File: src/rtl/sr_drift_bank.sv
// sr_drift_bank: N bounded per-channel drifts added to OMEGA_DT centres, updated one channel per clk_en through a shared datapath
module sr_drift_bank #(
   parameter int WIDTH = 18,
   parameter int NUM_CH = 5,
   parameter logic [NUM_CH*WIDTH-1:0] CENTER_PACKED = {WIDTH'(823), WIDTH'(643), WIDTH'(514), WIDTH'(354), WIDTH'(199)},
   parameter logic [NUM_CH*WIDTH-1:0] DRIFT_MAX_PACKED = {WIDTH'(51), WIDTH'(39), WIDTH'(26), WIDTH'(21), WIDTH'(13)},
   parameter int UPDATE_PERIOD = 400,
   parameter int STEP_BITS = 2,
   parameter logic [15:0] SEED_BASE = 16'hB5C3,
   parameter bit RANDOM_INIT = 1'b1
) (
   input  logic                     clk,
   input  logic                     rst,
   input  logic                     clk_en,
   input  logic [1:0]               mode,
   input  logic                     freeze,
   input  logic                     reseed,
   input  logic [15:0]              seed_in,
   output logic [NUM_CH*WIDTH-1:0]  omega_dt_packed,
   output logic [NUM_CH*WIDTH-1:0]  drift_offset_packed,
   output logic                     update_strobe,
   output logic                     busy
);
   localparam int IW = (NUM_CH > 1) ? $clog2(NUM_CH) : 1;
   localparam int CW = $clog2(UPDATE_PERIOD);
   localparam logic signed [WIDTH:0] ONE = (WIDTH+1)'(1);

   typedef enum logic [1:0] {IDLE, RUN, DONE} state_t;

   function automatic logic [15:0] seed_of(input logic [15:0] s, input int k);
      logic [15:0] v;
      v = s ^ 16'(k * 'h9E37);
      return (v == '0) ? 16'd1 : v;
   endfunction

   function automatic logic signed [WIDTH-1:0] drift_of(input logic [15:0] l, input int k);
      int v;
      v = ((int'(l[15:11]) - 16) * int'(DRIFT_MAX_PACKED[k*WIDTH +: WIDTH])) >>> 4;
      return RANDOM_INIT ? WIDTH'(v) : '0;
   endfunction

   state_t                  r_state;
   logic [CW-1:0]           r_cnt;
   logic [IW-1:0]           r_idx;
   logic [1:0]              r_mode;
   logic                    r_busy;
   logic                    r_strobe;
   logic [15:0]             r_lfsr [NUM_CH];
   logic signed [WIDTH-1:0] r_drift [NUM_CH];
   logic [NUM_CH-1:0]       r_dir;

   logic                    w_last;
   logic [15:0]             w_seed;
   logic [15:0]             w_l;
   logic [15:0]             w_nl;
   logic signed [WIDTH:0]   w_d, w_m, w_s, w_up, w_dn, w_walk, w_tri, w_mag, w_home, w_nd;
   logic                    w_fit_up, w_fit_dn, w_at_hi, w_at_lo, w_tri_dir, w_ndir;

   assign w_last = (r_cnt == CW'(UPDATE_PERIOD - 1));
   assign w_seed = (seed_in == '0) ? SEED_BASE : seed_in;
   assign busy = r_busy;
   assign update_strobe = r_strobe;

   for (genvar k = 0; k < NUM_CH; k++) begin : g_out
      assign drift_offset_packed[k*WIDTH +: WIDTH] = r_drift[k];
      assign omega_dt_packed[k*WIDTH +: WIDTH] = CENTER_PACKED[k*WIDTH +: WIDTH] + r_drift[k];
   end

   // shared channel datapath: next drift, direction and LFSR for channel r_idx (WIDTH+1 bits so bound tests never wrap)
   always_comb begin
      w_l = r_lfsr[r_idx];
      w_nl = {w_l[14:0], w_l[15] ^ w_l[13] ^ w_l[12] ^ w_l[10]};
      w_d = {r_drift[r_idx][WIDTH-1], r_drift[r_idx]};
      w_m = {1'b0, DRIFT_MAX_PACKED[r_idx*WIDTH +: WIDTH]};
      w_s = ONE + (WIDTH+1)'(w_l[STEP_BITS+1:2]);
      w_up = w_d + w_s;
      w_dn = w_d - w_s;
      w_fit_up = (w_up <= w_m);
      w_fit_dn = (w_dn >= -w_m);
      w_walk = w_l[0] ? (w_fit_up ? w_up : (w_fit_dn ? w_dn : w_d)) : (w_fit_dn ? w_dn : (w_fit_up ? w_up : w_d));
      w_at_hi = (w_d >= w_m);
      w_at_lo = (w_d <= -w_m);
      w_tri = r_dir[r_idx] ? (w_at_hi ? w_d - ONE : w_d + ONE) : (w_at_lo ? w_d + ONE : w_d - ONE);
      w_tri_dir = r_dir[r_idx] ? (!w_at_hi && (w_tri < w_m)) : (w_at_lo || (w_tri <= -w_m));
      w_mag = w_d[WIDTH] ? -w_d : w_d;
      w_home = (w_s >= w_mag) ? '0 : (w_d[WIDTH] ? w_up : w_dn);
      w_nd = (r_mode == 2'd0) ? w_walk : (r_mode == 2'd1) ? w_d : (r_mode == 2'd2) ? w_tri : w_home;
      w_ndir = (r_mode == 2'd2) ? w_tri_dir : r_dir[r_idx];
   end

   // sweep sequencer: period counter in IDLE, one channel per clk_en in RUN, one-clk strobe in DONE
   always_ff @(posedge clk or posedge rst) begin
      if (rst) begin
         r_state <= IDLE;
         r_cnt <= '0;
         r_idx <= '0;
         r_mode <= 2'd0;
         r_busy <= 1'b0;
         r_strobe <= 1'b0;
      end else if (reseed) begin
         r_state <= IDLE;
         r_cnt <= '0;
         r_idx <= '0;
         r_busy <= 1'b0;
         r_strobe <= 1'b0;
      end else begin
         r_strobe <= 1'b0;
         case (r_state)
            IDLE: if (clk_en && !freeze) begin
               r_cnt <= w_last ? '0 : r_cnt + 1'b1;
               if (w_last) begin
                  r_state <= RUN;
                  r_busy <= 1'b1;
                  r_mode <= mode;
                  r_idx <= '0;
               end
            end
            RUN: if (clk_en) begin
               r_idx <= r_idx + 1'b1;
               if (r_idx == IW'(NUM_CH - 1)) begin
                  r_state <= DONE;
                  r_busy <= 1'b0;
                  r_strobe <= 1'b1;
               end
            end
            default: r_state <= IDLE;
         endcase
      end
   end

   // per-channel state: seeded on reset/reseed, written back for channel r_idx on each RUN clk_en
   always_ff @(posedge clk or posedge rst) begin
      if (rst) begin
         r_dir <= '1;
         for (int k = 0; k < NUM_CH; k++) begin
            r_lfsr[k] <= seed_of(SEED_BASE, k);
            r_drift[k] <= drift_of(seed_of(SEED_BASE, k), k);
         end
      end else if (reseed) begin
         r_dir <= '1;
         for (int k = 0; k < NUM_CH; k++) begin
            r_lfsr[k] <= seed_of(w_seed, k);
            r_drift[k] <= drift_of(seed_of(w_seed, k), k);
         end
      end else if (r_state == RUN && clk_en) begin
         r_lfsr[r_idx] <= w_nl;
         r_drift[r_idx] <= w_nd[WIDTH-1:0];
         r_dir[r_idx] <= w_ndir;
      end
   end
endmodule

File: config.mk
export PLATFORM = sky130hd
export DESIGN_NAME = sr_drift_bank
export DESIGN_NICKNAME = d
export VERILOG_FILES = /design/src/rtl/sr_drift_bank.sv
export SDC_FILE = /design/constraint.sdc
export NUM_CORES = 1
export LEC_CHECK = 0
export BUFFER_PORTS_ARGS = -buffer_cell sky130_fd_sc_hd__buf_2
export CAP_MARGIN = 20
export CORE_ASPECT_RATIO = 0.9
export CORE_MARGIN = 2
export CORE_UTILIZATION = 41
export CTS_CLUSTER_DIAMETER = 50
export DETAILED_ROUTE_END_ITERATION = 7
export PLACE_DENSITY = 0.65
export SYNTH_ARGS = -nofsm -noshare
export SYNTH_HDL_FRONTEND = slang
export SYNTH_SLANG_ARGS = --single-unit
File: constraint.sdc
create_clock -name clk -period 14.1 [get_ports clk]
set_input_delay 0.705 -clock clk [delete_from_list [all_inputs] [get_ports clk]]
set_output_delay 0.705 -clock clk [all_outputs]
set_load 0.05 [all_outputs]
## After elaboration in Yosys (flattened, before gate mapping)

Cells that the tools add are included.

- Bits in registers: 193
- Output and inout port bits: 182
- Logic and storage cells: 167

- $add $sub $neg: 19
- Multiply operators: 6
- $lt $le $gt $ge: 11
- Equal/unequal tests: 9
- Shifts and indexed selects: 1
- Multiplexer cells: 70
- Bitwise gates (word level): 9
- Reduce and logical (&&, ||, !) cells: 25

Operators by type and width:

| cell | number |
|---|---|
| 18-bit two-way mux | 13 |
| 90-bit two-way mux | 2 |
| 80-bit two-way mux | 2 |
| 16-bit two-way mux | 9 |
| 16-bit zero test | 6 |
| 90-bit bitwise mux | 1 |
| 90-bit by 9-bit variable part select with 18-bit output (first input constant) | 1 |
| 80-bit bitwise mux | 1 |
| 19-bit two-way mux | 4 |
| 10-bit by 18-bit adder with 18-bit output (first input constant) | 3 |
| 18-bit binary-select mux with 3-bit select | 1 |
| 18-bit demux with 3-bit select | 1 |
| 16-bit binary-select mux with 3-bit select | 1 |
| 16-bit demux with 3-bit select | 1 |
| 19-bit less-or-equal comparator | 2 |
| 18-bit negation with 19-bit output | 2 |
| 9-bit two-way mux | 4 |
| 5-bit by 5-bit subtractor with 6-bit output (second input constant) | 5 |
| 9-bit inverter | 3 |
| 6-bit by 7-bit multiplier with 13-bit output (second input constant) | 2 |
| 6-bit by 5-bit multiplier with 11-bit output (second input constant) | 2 |
| 18-bit by 2-bit adder with 19-bit output (second input constant) | 1 |
| 18-bit by 4-bit adder with 19-bit output | 1 |
| 18-bit by 19-bit greater-or-equal comparator with 1-bit output | 1 |
| 45 further kinds | 81 |

## Depth between registers and ports, before layout

- Depth after elaboration: 14
- Gate-level depth with buffers: 35
- Gate-level depth less buffers: 28

## Least setup slack after synthesis

Ideal clock, no wire load.

- Kind: register to register
- From: register r_idx[1]
- To: register r_dir[1]
- Setup time: 0.061 ns
- Data arrival time: 8.442 ns
- Slack: 5.597 ns
- Stages on the path, launching flop included: 36
- Path buffers: 7
- Cells stage by stage: dfrtp_1 buf_2 buf_2 buf_2 buf_1 clkbuf_1 inv_1 ha_1 clkbuf_1 a21oi_1 ha_1 nand2_1 a21oi_1 ha_1 nand2_1 nor2_1 nand2_1 nor4b_1 nand4_1 o221a_2 a21oi_2 clkbuf_1 mux2i_1 xnor2_1 ha_1 o21a_1 o21a_1 o21ai_0 nand2b_1 a2111oi_0 nand3_1 or3_1 a211oi_1 a41oi_1 a31oi_4 o22a_1

- Word-level cells in the longest chain between the ends: 14

Ends and longest elaborated chain:

| what | RTL line | text |
|---|---|---|
| from (decl) | 44 | `logic [IW-1:0] r_idx;` |
| from (signal assigned) | 119 | `r_idx <= r_idx + 1'b1;` |
| parallel branches: the longest is 11 deep, another holds 18-bit negation with 19-bit output | n/a |  |
| 5-bit bitwise mux (*) | 148 | `r_dir[r_idx] <= w_ndir;` |
| 5-bit two-way mux (*) | 145 | `end else if (r_state == RUN && clk_en) begin` |
| 5-bit two-way mux (*) | 139 | `end else if (reseed) begin` |
| to (signal, indexed assignment) | 148 |  |
| to (decl) | 50 | `logic [NUM_CH-1:0] r_dir;` |

Mark *: on every way between the ends. The select of a mux whose other input is x is not followed.
A chain may end at the register's enable or synchronous reset.

## Final worst setup path

- From: register r_idx[2]
- To: register r_drift (netlist bit drift_offset_packed[37])

- Word-level cells in the longest chain between the ends: 14

Ends and longest elaborated chain:

| what | RTL line | text |
|---|---|---|
| parallel branches: the longest is 11 deep, another holds 18-bit negation with 19-bit output | n/a |  |
| 90-bit bitwise mux (*) | 147 | `r_drift[r_idx] <= w_nd[WIDTH-1:0];` |
| 90-bit two-way mux (*) | 145 |  |
| 90-bit two-way mux (*) | 139 |  |
| to (signal, indexed assignment) | 137 | `r_drift[k] <= drift_of(seed_of(SEED_BASE, k), k);` |
| to (signal, indexed assignment) | 143 | `r_drift[k] <= drift_of(seed_of(w_seed, k), k);` |
| to (signal, indexed assignment) | 147 |  |
| to (decl) | 49 | `logic signed [WIDTH-1:0] r_drift [NUM_CH];` |

Marks and branches as above.

==> flow_summary.ini <==
[status]
status = complete, no violations

[logic_synthesis]
synth_commonest_cells = 211 x nor2_1, 201 x nand2_1, 193 x a21oi_1
synth_area_leaders = dfrtp_1 14%, dfstp_2 12%, ha_1 11%
ys_ff_latch = 193
synth_fp_nets = 2514
synthCells = 2295
ys_warn_count = 0
async_flop_share = 1.00
synth.most_common_cell = nor2_1
synth_edf_count = 0
synthFlopType = dfrtp_1
netlist_area_sq_mm = 0.0190
synth_top_area_cell = dfrtp_1
synth_top_area_share = 0.141
yosys.cell_types.count = 107
syn_avg_cell_area_sq_um = 8.30
ys_seq_area_frac = 0.259

[worst_setup_path]
crit_required_ns = 14.40
r2r_setup_slack_ns = 4.81
start_kind = flip-flop
critPathArrivalTime_ns = 9.59
path_depth = 27
rr_startpoint = r_idx[2]
rr_worst_depth = 27
crit_family = compound AO/OA/AOI/OAI gates
slowest_delay_ns = 0.90
r2r_end = drift_offset_packed[37]
worst-path-buf-inv = 3
critPathSlowestCell = nor2b_1
critPathMaxFanout = 46
setup.worst_path.end_class = flip-flop
crit_type = reg -> reg

[cts]
cts_hold_buf = 0
post-cts-setup-buffers = 0
cts_buffers = 17
clk_pin_slew_ns = 0.08
cts-root-buf = clkbuf_16
clock_latency_ns = 0.47
cts_tree = built
cts_max_path_buffers = 2
htreeDepth = 4
clock_sinks = 193
cts_resized = 0

[final_layout]
fin_nets = 2665
area_growth_pct = 12.3
drive_gt1_frac = 0.194
fillCellCount = 4460

[drt]
dr.pass1.iters = 8
drt_drc_violations_left = 0
wirelength_um = 85700
avgRoutedWirePerCell_um = 27.9
drt_iter0_drc = 2768
antenna_left = 0
vias_per_cell = 6.50
vias = 19900

[timing]
maxSlewViolCount = 0
hold_viol_final = 0
max_freq_ghz = 0.108
setup_viol = 0
fin_crit_sh = 0.659
max_slew_margin = 0.198
final.min_clock_period_ns = 9.29
fin_setup_tns_ns = 0
postLayoutSetupSlackWorst_ns = 4.81
rsz0062_at_grt = false
max_slew.worst_pin.slew_ns = 1.20
clock-skew-final_ns = 0.0157

[flow_run]
maxCapViolCount = 0

[floorplanning]
die_h_um = 208
core_area_sq_mm = 0.0456
fp.dieArea_sq_mm = 0.0482
num_rows = 74
initial_core_util = 0.417
die-width_um = 231
io-pin-count = 205

[grt]
grt-busiest-layer = met2
met2_usage = 0.511
overflow = 0
grt_max_degree = 78
met1_usage = 0.490
met3_usage = 0.0975
grt_pass1_wl_um = 125000
grt_usage = 0.348
antenna_found_initial = 5
grt_pass1_vias = 18600

[power_and_ir_drop]
power.density_mw_per_mm2 = 207
peakVddDrop_mv = 0.167
total_power_mw = 4.42
p_leak_nw = 9.27

[place]
hpwl_um = 65800
pre_cts_ws_ns = 5.09
numPortBuffers = 204
place_congestion = 1.00

[min_path]
hold_class = in -> async
## report_power, final
part / leakage (nW) / total (mW) / internal (mW) / switching (mW)
clock: 0.300 / 0.513 / 0.258 / 0.255
combinational: 6.78 / 2.95 / 0.827 / 2.13
sequential: 2.19 / 0.956 / 0.703 / 0.253
## final cells by class
type | instances | area, sq um | share of cell area
clock inverters | 14 | 164 | 0.00767
clock buffers | 18 | 439 | 0.0205
inverters | 111 | 424 | 0.0198
diodes | 1 | 2.50 | 0.000117
flip-flops and latches | 193 | 4940 | 0.231
repair buffers | 256 | 1430 | 0.0671
multi-input cells | 1867 | 13200 | 0.618
well taps | 608 | 761 | 0.0356
## layer usage
layer / routed length, um / share of wire
met5: 38 / 0.00044
met4: 3060 / 0.036
met1: 36400 / 0.42
met2: 36100 / 0.42
met3: 10200 / 0.12
## cells by family (layout without fill, tap and decap cells)
| family | count (synthesis) | in the layout | share of synthesized area |
|---|---|---|---|
| AND/OR/NAND/NOR | 720 | 720 | 0.184 |
| AO/OA/AOI/OAI | 691 | 691 | 0.238 |
| buffers and inverters | 235 | 399 | 0.0491 |
| adder cells (fa/ha/maj) | 196 | 196 | 0.137 |
| flip-flops | 193 | 193 | 0.259 |
| XOR/XNOR | 181 | 181 | 0.0840 |
| multiplexers | 79 | 79 | 0.0489 |
| other | 0 | 1 | 0 |
## layout by cell type, fill, tap and decap left out, drive strengths merged, types with 18 or more instances in the layout
| cell | instances |
|---|---|
| fa | 21 |
| o21ai | 183 |
| nor3 | 41 |
| nand3 | 62 |
| xor2 | 45 |
| nand4 | 28 |
| ha | 175 |
| and3 | 25 |
| inv | 117 |
| clkbuf | 18 |
| a21o | 34 |
| xnor2 | 135 |
| o22ai | 35 |
| nor2b | 24 |
| a22oi | 41 |
| nor2 | 214 |
| mux2i | 54 |
| nand2b | 20 |
| a21oi | 194 |
| dfrtp | 107 |
| nand2 | 202 |
| a31oi | 22 |
| buf | 256 |
| dfstp | 86 |
## through the flow
step                       util  hold slack, ns  cells  area [sq um]
after global routing      0.468           0.251   3067         21400
after floorplan               -           0.433   2295         19000
after global placement    0.455           0.457   3034         20700
final                     0.468           0.227   3068         21400
after CTS                 0.468           0.255   3066         21400
after detailed placement  0.455           0.465   3034         20700
## how the worst max path moves through the flow
stage	slack [ns]	startpoint	endpoint
after floorplan	5.60	r_idx[1]	r_dir[1]
after global placement	5.29	r_idx[2]	drift_offset_packed[37]
after detailed placement	5.09	r_idx[2]	drift_offset_packed[82]
after CTS	5.04	r_idx[2]	drift_offset_packed[82]
after global routing	4.46	r_idx[2]	drift_offset_packed[37]
final	4.81	r_idx[2]	drift_offset_packed[37]
## sequential cells by signal (all words and copies together) (netlist names)
name,count
update_strobe,1
r_idx,3
r_mode,2
r_state,2
busy,1
r_lfsr,80
r_dir,5
r_cnt,9
drift_offset_packed,90
(Power assumes the default switching activity.)
